### src/rtl/bitty_mem_pkg.sv
// -----------------------------------------------------------------------------
// bitty_mem_pkg
// Shared types and constants for the bitty memory arbiter.
//   - state_t : arbiter FSM states (IDLE, ISSUE, WAIT)
//   - owner_t : which requester owns the current access (OWN_IF, OWN_D)
//   - BITTY_ADDR_W / BITTY_DATA_W : default memory geometry, also used by the
//     fetch unit and the bitty core
//   - BITTY_MAX_WAIT : default starvation bound for the fetch port
// -----------------------------------------------------------------------------
package bitty_mem_pkg;

    localparam int BITTY_ADDR_W   = 8;
    localparam int BITTY_DATA_W   = 16;
    localparam int BITTY_MAX_WAIT = 4;

    typedef enum logic [1:0] {
        IDLE  = 2'd0,
        ISSUE = 2'd1,
        WAIT  = 2'd2
    } state_t;

    typedef enum logic {
        OWN_IF = 1'b0,
        OWN_D  = 1'b1
    } owner_t;

    // The requester that did not own the given access.
    function automatic owner_t other_owner(input owner_t own);
        return (own == OWN_IF) ? OWN_D : OWN_IF;
    endfunction

endpackage : bitty_mem_pkg

### src/rtl/bitty_mem_arbiter_if.sv
// -----------------------------------------------------------------------------
// bitty_mem_arbiter_if
// Bundles the fetch port, the data port and the memory-macro port of the
// bitty memory arbiter.
//   slave  modport : the arbiter's view (requests and mem_rdata in,
//                    grants, responses and memory drive out)
//   master modport : the environment's view (fetch unit, core, memory macro)
// Signals:
//   if_req/if_addr -> if_gnt/if_valid/if_rdata      fetch (read-only)
//   d_req/d_we/d_addr/d_wdata -> d_gnt/d_valid/d_rdata   data load/store
//   mem_en/mem_we/mem_addr/mem_wdata, mem_rdata     memory macro
//   busy                                            arbiter not in IDLE
// -----------------------------------------------------------------------------
interface bitty_mem_arbiter_if
    import bitty_mem_pkg::*;
#(
    parameter int ADDR_W = BITTY_ADDR_W,
    parameter int DATA_W = BITTY_DATA_W
) ();

    logic              if_req;
    logic [ADDR_W-1:0] if_addr;
    logic              if_gnt;
    logic              if_valid;
    logic [DATA_W-1:0] if_rdata;

    logic              d_req;
    logic              d_we;
    logic [ADDR_W-1:0] d_addr;
    logic [DATA_W-1:0] d_wdata;
    logic              d_gnt;
    logic              d_valid;
    logic [DATA_W-1:0] d_rdata;

    logic              mem_en;
    logic              mem_we;
    logic [ADDR_W-1:0] mem_addr;
    logic [DATA_W-1:0] mem_wdata;
    logic [DATA_W-1:0] mem_rdata;

    logic              busy;

    modport slave (
        input  if_req, if_addr, d_req, d_we, d_addr, d_wdata, mem_rdata,
        output if_gnt, if_valid, if_rdata, d_gnt, d_valid, d_rdata,
               mem_en, mem_we, mem_addr, mem_wdata, busy
    );

    modport master (
        output if_req, if_addr, d_req, d_we, d_addr, d_wdata, mem_rdata,
        input  if_gnt, if_valid, if_rdata, d_gnt, d_valid, d_rdata,
               mem_en, mem_we, mem_addr, mem_wdata, busy
    );

endinterface : bitty_mem_arbiter_if

### src/rtl/bitty_mem_arb_pick.sv
// -----------------------------------------------------------------------------
// bitty_mem_arb_pick
// Winner selection for the bitty memory arbiter.
// Ports:
//   clk, reset  : clock, asynchronous active-high reset
//   i_if_req    : fetch request pending
//   i_d_req     : data request pending
//   i_arb       : arbitration strobe (arbiter is in IDLE this cycle)
//   o_winner    : combinational winner for the current request pair
// Build option:
//   BITTY_MEM_ARB_RR_EN undefined : data priority; a fetch that has lost
//       MAX_WAIT arbitrations in a row wins the next one.
//   BITTY_MEM_ARB_RR_EN defined   : round-robin on contention, tracked by a
//       last-owner flop; MAX_WAIT is not used.
// -----------------------------------------------------------------------------
module bitty_mem_arb_pick
    import bitty_mem_pkg::*;
#(
    parameter int MAX_WAIT = BITTY_MAX_WAIT
) (
    input  logic   clk,
    input  logic   reset,
    input  logic   i_if_req,
    input  logic   i_d_req,
    input  logic   i_arb,
    output owner_t o_winner
);

    owner_t w_winner;

`ifdef BITTY_MEM_ARB_RR_EN

    owner_t r_last;

    // Winner select: on contention the requester not granted last time wins.
    always_comb begin
        w_winner = OWN_IF;
        if (i_if_req && i_d_req) begin
            w_winner = other_owner(r_last);
        end else if (i_d_req) begin
            w_winner = OWN_D;
        end else begin
            w_winner = OWN_IF;
        end
    end

    // Last-owner flop: updated on every grant (any request seen in IDLE).
    always_ff @(posedge clk or posedge reset) begin
        if (reset) begin
            r_last <= OWN_IF;
        end else if (i_arb && (i_if_req || i_d_req)) begin
            r_last <= w_winner;
        end else begin
            r_last <= r_last;
        end
    end

`else

    localparam int                CNT_W = (MAX_WAIT < 1) ? 1 : $clog2(MAX_WAIT + 1);
    localparam logic [CNT_W-1:0]  MAX_C = CNT_W'(MAX_WAIT);
    localparam logic [CNT_W-1:0]  ONE_C = CNT_W'(1);

    logic [CNT_W-1:0] r_cnt;
    logic [CNT_W-1:0] w_cnt_nxt;

    // Winner select: data first unless the fetch has hit its starvation bound.
    always_comb begin
        w_winner = OWN_IF;
        if (i_if_req && i_d_req) begin
            w_winner = (r_cnt >= MAX_C) ? OWN_IF : OWN_D;
        end else if (i_d_req) begin
            w_winner = OWN_D;
        end else begin
            w_winner = OWN_IF;
        end
    end

    // Starvation count: only moves while a fetch is pending at arbitration;
    // clears when the fetch wins, saturates at MAX_WAIT.
    always_comb begin
        w_cnt_nxt = r_cnt;
        if (i_arb && i_if_req) begin
            if (w_winner == OWN_IF) begin
                w_cnt_nxt = {CNT_W{1'b0}};
            end else if (r_cnt < MAX_C) begin
                w_cnt_nxt = r_cnt + ONE_C;
            end else begin
                w_cnt_nxt = r_cnt;
            end
        end else begin
            w_cnt_nxt = r_cnt;
        end
    end

    // Starvation counter register.
    always_ff @(posedge clk or posedge reset) begin
        if (reset) begin
            r_cnt <= {CNT_W{1'b0}};
        end else begin
            r_cnt <= w_cnt_nxt;
        end
    end

`endif

    assign o_winner = w_winner;

endmodule : bitty_mem_arb_pick

### src/rtl/bitty_mem_arbiter.sv
// -----------------------------------------------------------------------------
// bitty_mem_arbiter
// Shares one single-port synchronous memory between the instruction-fetch
// port (read-only) and the core data port (load/store) using a
// req/gnt/valid handshake.  One access every three cycles:
//   edge N   : IDLE samples requests, winner chosen
//   cycle N+1: ISSUE - mem_en/mem_we/mem_addr/mem_wdata driven, gnt pulse
//   cycle N+2: WAIT  - memory returns mem_rdata, captured at the next edge
//   cycle N+3: IDLE  - valid pulse, next requests sampled
// Ports:
//   clk, reset : clock, asynchronous active-high reset (all outputs to 0)
//   bus        : bitty_mem_arbiter_if.slave (fetch, data and memory ports)
// Parameters: ADDR_W, DATA_W, MAX_WAIT (starvation bound for fetch).
// Build option: BITTY_MEM_ARB_RR_EN selects round-robin arbitration in
// bitty_mem_arb_pick instead of data priority with a starvation bound.
// All outputs come straight from registers.
// -----------------------------------------------------------------------------
module bitty_mem_arbiter
    import bitty_mem_pkg::*;
#(
    parameter int ADDR_W   = BITTY_ADDR_W,
    parameter int DATA_W   = BITTY_DATA_W,
    parameter int MAX_WAIT = BITTY_MAX_WAIT
) (
    input  logic               clk,
    input  logic               reset,
    bitty_mem_arbiter_if.slave bus
);

    state_t r_state;
    state_t w_state_nxt;

    owner_t r_owner;
    owner_t w_owner_nxt;
    logic   r_store;
    logic   w_store_nxt;

    logic              r_if_gnt,    w_if_gnt_nxt;
    logic              r_if_valid,  w_if_valid_nxt;
    logic [DATA_W-1:0] r_if_rdata,  w_if_rdata_nxt;
    logic              r_d_gnt,     w_d_gnt_nxt;
    logic              r_d_valid,   w_d_valid_nxt;
    logic [DATA_W-1:0] r_d_rdata,   w_d_rdata_nxt;
    logic              r_mem_en,    w_mem_en_nxt;
    logic              r_mem_we,    w_mem_we_nxt;
    logic [ADDR_W-1:0] r_mem_addr,  w_mem_addr_nxt;
    logic [DATA_W-1:0] r_mem_wdata, w_mem_wdata_nxt;
    logic              r_busy,      w_busy_nxt;

    logic   w_any_req;
    logic   w_arb;
    owner_t w_winner;

    assign w_any_req = bus.if_req | bus.d_req;
    assign w_arb     = (r_state == IDLE);

    bitty_mem_arb_pick #(
        .MAX_WAIT (MAX_WAIT)
    ) u_pick (
        .clk      (clk),
        .reset    (reset),
        .i_if_req (bus.if_req),
        .i_d_req  (bus.d_req),
        .i_arb    (w_arb),
        .o_winner (w_winner)
    );

    // FSM state register.
    always_ff @(posedge clk or posedge reset) begin
        if (reset) begin
            r_state <= IDLE;
        end else begin
            r_state <= w_state_nxt;
        end
    end

    // FSM next state: IDLE waits for a request, then a fixed ISSUE/WAIT pair.
    always_comb begin
        w_state_nxt = IDLE;
        case (r_state)
            IDLE: begin
                if (w_any_req) begin
                    w_state_nxt = ISSUE;
                end else begin
                    w_state_nxt = IDLE;
                end
            end
            ISSUE:   w_state_nxt = WAIT;
            WAIT:    w_state_nxt = IDLE;
            default: w_state_nxt = IDLE;
        endcase
    end

    // FSM outputs: next values of the output registers.  Pulses default low,
    // memory address/data and read-data registers default to holding.
    always_comb begin
        w_if_gnt_nxt    = 1'b0;
        w_d_gnt_nxt     = 1'b0;
        w_if_valid_nxt  = 1'b0;
        w_d_valid_nxt   = 1'b0;
        w_mem_en_nxt    = 1'b0;
        w_mem_we_nxt    = 1'b0;
        w_mem_addr_nxt  = r_mem_addr;
        w_mem_wdata_nxt = r_mem_wdata;
        w_if_rdata_nxt  = r_if_rdata;
        w_d_rdata_nxt   = r_d_rdata;
        w_owner_nxt     = r_owner;
        w_store_nxt     = r_store;
        w_busy_nxt      = (w_state_nxt != IDLE);
        case (r_state)
            IDLE: begin
                if (w_any_req) begin
                    w_owner_nxt  = w_winner;
                    w_mem_en_nxt = 1'b1;
                    if (w_winner == OWN_D) begin
                        w_d_gnt_nxt    = 1'b1;
                        w_mem_addr_nxt = bus.d_addr;
                        w_mem_we_nxt   = bus.d_we;
                        w_store_nxt    = bus.d_we;
                        if (bus.d_we) begin
                            w_mem_wdata_nxt = bus.d_wdata;
                        end else begin
                            w_mem_wdata_nxt = r_mem_wdata;
                        end
                    end else begin
                        // Fetch is read-only: never a write, wdata untouched.
                        w_if_gnt_nxt   = 1'b1;
                        w_mem_addr_nxt = bus.if_addr;
                        w_mem_we_nxt   = 1'b0;
                        w_store_nxt    = 1'b0;
                    end
                end else begin
                    w_owner_nxt = r_owner;
                end
            end
            ISSUE: begin
                w_mem_en_nxt = 1'b0;
            end
            WAIT: begin
                // mem_rdata is valid now (one cycle after mem_en).
                if (r_owner == OWN_IF) begin
                    w_if_valid_nxt = 1'b1;
                    w_if_rdata_nxt = bus.mem_rdata;
                end else begin
                    w_d_valid_nxt = 1'b1;
                    if (!r_store) begin
                        w_d_rdata_nxt = bus.mem_rdata;
                    end else begin
                        w_d_rdata_nxt = r_d_rdata;
                    end
                end
            end
            default: begin
                w_mem_en_nxt = 1'b0;
            end
        endcase
    end

    // Output and access-context registers; reset clears every output.
    always_ff @(posedge clk or posedge reset) begin
        if (reset) begin
            r_if_gnt    <= 1'b0;
            r_if_valid  <= 1'b0;
            r_if_rdata  <= {DATA_W{1'b0}};
            r_d_gnt     <= 1'b0;
            r_d_valid   <= 1'b0;
            r_d_rdata   <= {DATA_W{1'b0}};
            r_mem_en    <= 1'b0;
            r_mem_we    <= 1'b0;
            r_mem_addr  <= {ADDR_W{1'b0}};
            r_mem_wdata <= {DATA_W{1'b0}};
            r_busy      <= 1'b0;
            r_owner     <= OWN_IF;
            r_store     <= 1'b0;
        end else begin
            r_if_gnt    <= w_if_gnt_nxt;
            r_if_valid  <= w_if_valid_nxt;
            r_if_rdata  <= w_if_rdata_nxt;
            r_d_gnt     <= w_d_gnt_nxt;
            r_d_valid   <= w_d_valid_nxt;
            r_d_rdata   <= w_d_rdata_nxt;
            r_mem_en    <= w_mem_en_nxt;
            r_mem_we    <= w_mem_we_nxt;
            r_mem_addr  <= w_mem_addr_nxt;
            r_mem_wdata <= w_mem_wdata_nxt;
            r_busy      <= w_busy_nxt;
            r_owner     <= w_owner_nxt;
            r_store     <= w_store_nxt;
        end
    end

    assign bus.if_gnt    = r_if_gnt;
    assign bus.if_valid  = r_if_valid;
    assign bus.if_rdata  = r_if_rdata;
    assign bus.d_gnt     = r_d_gnt;
    assign bus.d_valid   = r_d_valid;
    assign bus.d_rdata   = r_d_rdata;
    assign bus.mem_en    = r_mem_en;
    assign bus.mem_we    = r_mem_we;
    assign bus.mem_addr  = r_mem_addr;
    assign bus.mem_wdata = r_mem_wdata;
    assign bus.busy      = r_busy;

endmodule : bitty_mem_arbiter

### src/flat_wrapper.sv
// flat-port wrapper written by rule: the top's interface ports become plain ports
module bitty_mem_arbiter_flat import bitty_mem_pkg::*;
#(
    parameter int ADDR_W   = BITTY_ADDR_W,
    parameter int DATA_W   = BITTY_DATA_W,
    parameter int MAX_WAIT = BITTY_MAX_WAIT
)
  (clk, reset, bus_if_req, bus_if_addr, bus_d_req, bus_d_we, bus_d_addr, bus_d_wdata, bus_mem_rdata, bus_if_gnt, bus_if_valid, bus_if_rdata, bus_d_gnt, bus_d_valid, bus_d_rdata, bus_mem_en, bus_mem_we, bus_mem_addr, bus_mem_wdata, bus_busy);
  bitty_mem_arbiter_if #(.ADDR_W(ADDR_W), .DATA_W(DATA_W)) bus_i ();
  input  logic clk;
  input  logic reset;
  input wire logic [$bits(bus_i.if_req)-1:0] bus_if_req;
  input wire logic [$bits(bus_i.if_addr)-1:0] bus_if_addr;
  input wire logic [$bits(bus_i.d_req)-1:0] bus_d_req;
  input wire logic [$bits(bus_i.d_we)-1:0] bus_d_we;
  input wire logic [$bits(bus_i.d_addr)-1:0] bus_d_addr;
  input wire logic [$bits(bus_i.d_wdata)-1:0] bus_d_wdata;
  input wire logic [$bits(bus_i.mem_rdata)-1:0] bus_mem_rdata;
  output wire logic [$bits(bus_i.if_gnt)-1:0] bus_if_gnt;
  output wire logic [$bits(bus_i.if_valid)-1:0] bus_if_valid;
  output wire logic [$bits(bus_i.if_rdata)-1:0] bus_if_rdata;
  output wire logic [$bits(bus_i.d_gnt)-1:0] bus_d_gnt;
  output wire logic [$bits(bus_i.d_valid)-1:0] bus_d_valid;
  output wire logic [$bits(bus_i.d_rdata)-1:0] bus_d_rdata;
  output wire logic [$bits(bus_i.mem_en)-1:0] bus_mem_en;
  output wire logic [$bits(bus_i.mem_we)-1:0] bus_mem_we;
  output wire logic [$bits(bus_i.mem_addr)-1:0] bus_mem_addr;
  output wire logic [$bits(bus_i.mem_wdata)-1:0] bus_mem_wdata;
  output wire logic [$bits(bus_i.busy)-1:0] bus_busy;
  assign bus_i.if_req = bus_if_req;
  assign bus_i.if_addr = bus_if_addr;
  assign bus_i.d_req = bus_d_req;
  assign bus_i.d_we = bus_d_we;
  assign bus_i.d_addr = bus_d_addr;
  assign bus_i.d_wdata = bus_d_wdata;
  assign bus_i.mem_rdata = bus_mem_rdata;
  assign bus_if_gnt = bus_i.if_gnt;
  assign bus_if_valid = bus_i.if_valid;
  assign bus_if_rdata = bus_i.if_rdata;
  assign bus_d_gnt = bus_i.d_gnt;
  assign bus_d_valid = bus_i.d_valid;
  assign bus_d_rdata = bus_i.d_rdata;
  assign bus_mem_en = bus_i.mem_en;
  assign bus_mem_we = bus_i.mem_we;
  assign bus_mem_addr = bus_i.mem_addr;
  assign bus_mem_wdata = bus_i.mem_wdata;
  assign bus_busy = bus_i.busy;
  bitty_mem_arbiter #(.ADDR_W(ADDR_W), .DATA_W(DATA_W), .MAX_WAIT(MAX_WAIT)) u_core (.clk(clk), .reset(reset), .bus(bus_i));
endmodule
### config.mk
export PLATFORM = sky130hd
export DESIGN_NAME = bitty_mem_arbiter_flat
export DESIGN_NICKNAME = d
export VERILOG_FILES = /design/src/rtl/bitty_mem_pkg.sv /design/src/rtl/bitty_mem_arbiter_if.sv /design/src/rtl/bitty_mem_arb_pick.sv /design/src/rtl/bitty_mem_arbiter.sv /design/src/flat_wrapper.sv
export SDC_FILE = /design/constraint.sdc
export NUM_CORES = 1
export LEC_CHECK = 0
export CORE_ASPECT_RATIO = 0.75
export CORE_MARGIN = 4
export CORE_UTILIZATION = 45
export CTS_BUF_LIST = sky130_fd_sc_hd__clkbuf_8
export DETAILED_ROUTE_END_ITERATION = 8
export PLACE_DENSITY = 0.83
export SYNTH_ARGS = -nofsm -noshare
export SYNTH_HDL_FRONTEND = slang
export SYNTH_SLANG_ARGS = --single-unit
### constraint.sdc
create_clock -name clk -period 6.2 [get_ports clk]
set_input_delay 1.24 -clock clk [delete_from_list [all_inputs] [get_ports clk]]
set_output_delay 1.24 -clock clk [all_outputs]
set_load 0.01 [all_outputs]
==> flow_summary.yaml <==
status:
  status: "finished, final reports clean"
clock_tree:
  cts_root_buf: "clkbuf_8"
  cts_buffers: 9
  htreeDepth: 3
  cts_setup_buffers: 0
  cts.sinks: 69
  clk_latency_ps: 340
  holdBufCountCts: 0
  path_clk_slew_ps: 70
  cts_tree: "done"
  clk_path_buf_depth: 2
  cts_resized: 0
placement:
  dp_hpwl_um: 4470
  dp.cells: 356
  portBuffers: 115
  gp_congestion: 0.678
timing:
  final_max_slew_viol_count: 0
  tightest_slew_ps: 842
  rsz0062_at_grt: "no"
  slew_headroom_pct: 43.8
  hold_viol: 0
  worst_clock_skew_ps: 7.93
  finalHoldWorstSlack_ps: 499
  finalSetupViolCount: 0
  min_period_ps: 3270
  post-route-period-util_pct: 52.7
  clock.fmax_mhz: 306
  fin_setup_tns_ps: 0
run:
  maxCapViolCount: 0
grt:
  grt_use_met3_pct: 8.60
  antenna_found_initial: 0
  grt-ovfl-total: 0
  grt_max_degree: 70
  met1_usage_pct: 21.2
  grtUsageMet2_pct: 28.0
  grt_pass1_vias: 1991
  grt_pass1_wl_um: 9900
  grt_usage_pct: 17.4
  busiest_layer: "met2"
floorplan:
  ioPinCount: 116
  die_area_sq_um: 7400
  die_h_um: 75.5
  rows: 24
  fp.dieW_um: 98
  initial_core_util_pct: 46.7
  core_area_sq_um: 5860
power_and_ir_drop:
  power_density_nw_per_um2: 517
  p_total_w: 0.00215
  max-vdd-ir-drop_mv: 0.265
  p_leak_nw: 1.78
detailed_routing:
  first_pass_iters: 4
  via_count: 1794
  vias_per_cell: 4.84
  post_drt_wl_per_cell_um: 16.6
  wl_um: 6140
  remaining_drc_errors: 0
  drt_iter0_drc: 41
  ant_nets: 0
worst_setup_path:
  timing.rr.start: "u_core.u_pick.r_cnt[2]"
  cp.arrival_ps: 3490
  path_max_fanout: 18
  worstRegToRegCells: 3
  crit_start: "bus_d_req"
  crit_required_ps: 6420
  worstSetupEndpoint: "u_core.bus.mem_wdata[0]"
  reg2reg_slack_ps: 3930
  critPathLaunchType: "primary input"
  reg2reg_to: "u_core.bus.mem_wdata[0]"
  critPathCaptureType: "flop"
  crit_type: "primary input to flop"
yosys:
  synth_top_area_cell: "dfrtp_1"
  async_reset_ff_share_pct: 100
  ys_top_cells_by_count: "69 x dfrtp_1, 55 x mux2_2, 10 x mux2_4"
  yosysSeqAreaShare_pct: 63.2
  yosys_warnings: 0
  synth_top_area_share_pct: 63.2
  synth_most_common_cell: "dfrtp_1"
  synth_compound_area_share_pct: 1.60
  yosys-mux-area-fraction_pct: 28.1
  synth-seq-cells: 69
  synth_top_family_by_area: "multiplexers"
  synth_xor_area_share_pct: 0
  yosys.area_share.simple_pct: 3.34
  syn_avg_cell_area_sq_um: 16.4
  yosysUniqueCellTypes: 22
  netlist_area_sq_um: 2730
  synth_nets: 221
  synth_adder_area_share_pct: 0.458
  synth_edf_count: 0
  ys.flop_type: "dfrtp_1"
  syn_inst: 167
  ys_top_cells_by_area: "dfrtp_1 63%, mux2_2 23%, mux2_4 5.5%, buf_6 1.6%, buf_12 0.73%"
final_layout:
  final_nets: 343
  antenna_cells: 0
  drive_gt1_share_pct: 30.0
  final_cells: 371
  area_growth_syn_to_layout_pct: 52.1
worst_hold_path:
  hold_path_class: "flop to flop"
placed cells by master (no fill, tap or decap), types with 2 or more instances in the layout:
| master | count |
|---|---|
| clkbuf_8 | 9 |
| clkdlybuf4s50_1 | 115 |
| bufinv_16 | 3 |
| o21ai_0 | 4 |
| nor2_1 | 3 |
| clkinv_2 | 2 |
| inv_1 | 4 |
| dfrtp_1 | 69 |
| nand2_1 | 3 |
| mux2_4 | 10 |
| mux2_2 | 55 |
| buf_4 | 3 |
kinds of logic (layout without fill, tap and decap cells):
group | count (synthesis) | after routing
adders and majority gates | 1 | 1
DFF | 69 | 69
muxes | 65 | 65
and+or+nand+nor | 14 | 14
buffers and inverters | 11 | 137
AOI/OAI and AO/OA | 7 | 7
area by class of cell:
cell class / instances / area [sq um]
Fill cell: 432 / 1700
Sequential cell: 69 / 1730
Clock inverter: 6 / 104
Multi-Input combinational cell: 87 / 917
Tap cell: 78 / 97.6
Timing Repair Buffer: 118 / 1170
Clock buffer: 9 / 124
Inverter: 4 / 15.0
power breakdown:
part           leakage (nW)  internal [W]  switching [W]
logic                 0.823      0.000603       0.000333
registers             0.833      0.000669       0.000124
clock network         0.120      0.000262       0.000159
how the worst min path moves through the flow:
stage                     slack (ps)                    from  cells after the start                endpoint
after floorplan                  450  u_core.u_pick.r_cnt[1]                      2  u_core.u_pick.r_cnt[1]
after global placement           470  u_core.u_pick.r_cnt[1]                      2  u_core.u_pick.r_cnt[1]
after detailed placement         480  u_core.u_pick.r_cnt[1]                      2  u_core.u_pick.r_cnt[1]
after CTS                        500  u_core.u_pick.r_cnt[1]                      2  u_core.u_pick.r_cnt[1]
after global routing             520   u_core.bus.d_rdata[8]                      1   u_core.bus.d_rdata[8]
final                            500  u_core.u_pick.r_cnt[1]                      2  u_core.u_pick.r_cnt[1]
flip-flops by register name, summed over array words and instances, names as in the netlist, 3 cells and up:
register and cells:
u_core.bus.d_rdata 16, u_core.u_pick.r_cnt 3, u_core.bus.mem_wdata 16, u_core.bus.if_rdata 16
u_core.bus.mem_addr 8
critical path, stage by stage:
cell and delay (ps):
clkdlybuf4s50_1 500, a21boi_2 520, and3_1 800, mux2_2 420
through the flow:
step	setup WS [ps]	utilization [%]	cell area (sq um)
2_1_floorplan	3220	-	2730
3_3_place_gp	2610	67.1	3930
3_5_place_dp	2550	67.1	3930
4_1_cts	2920	71.0	4160
5_1_grt	2750	71.0	4160
6_report	2930	71.0	4160
metal layers:
layer  vias to the layer above  share of wire [%]
met5                         -                  0
met2                        73                 47
met4                         0               0.78
met1                       886                 43
li1                        828                  -
met3                         7                9.8
(Power assumes the default switching activity.)
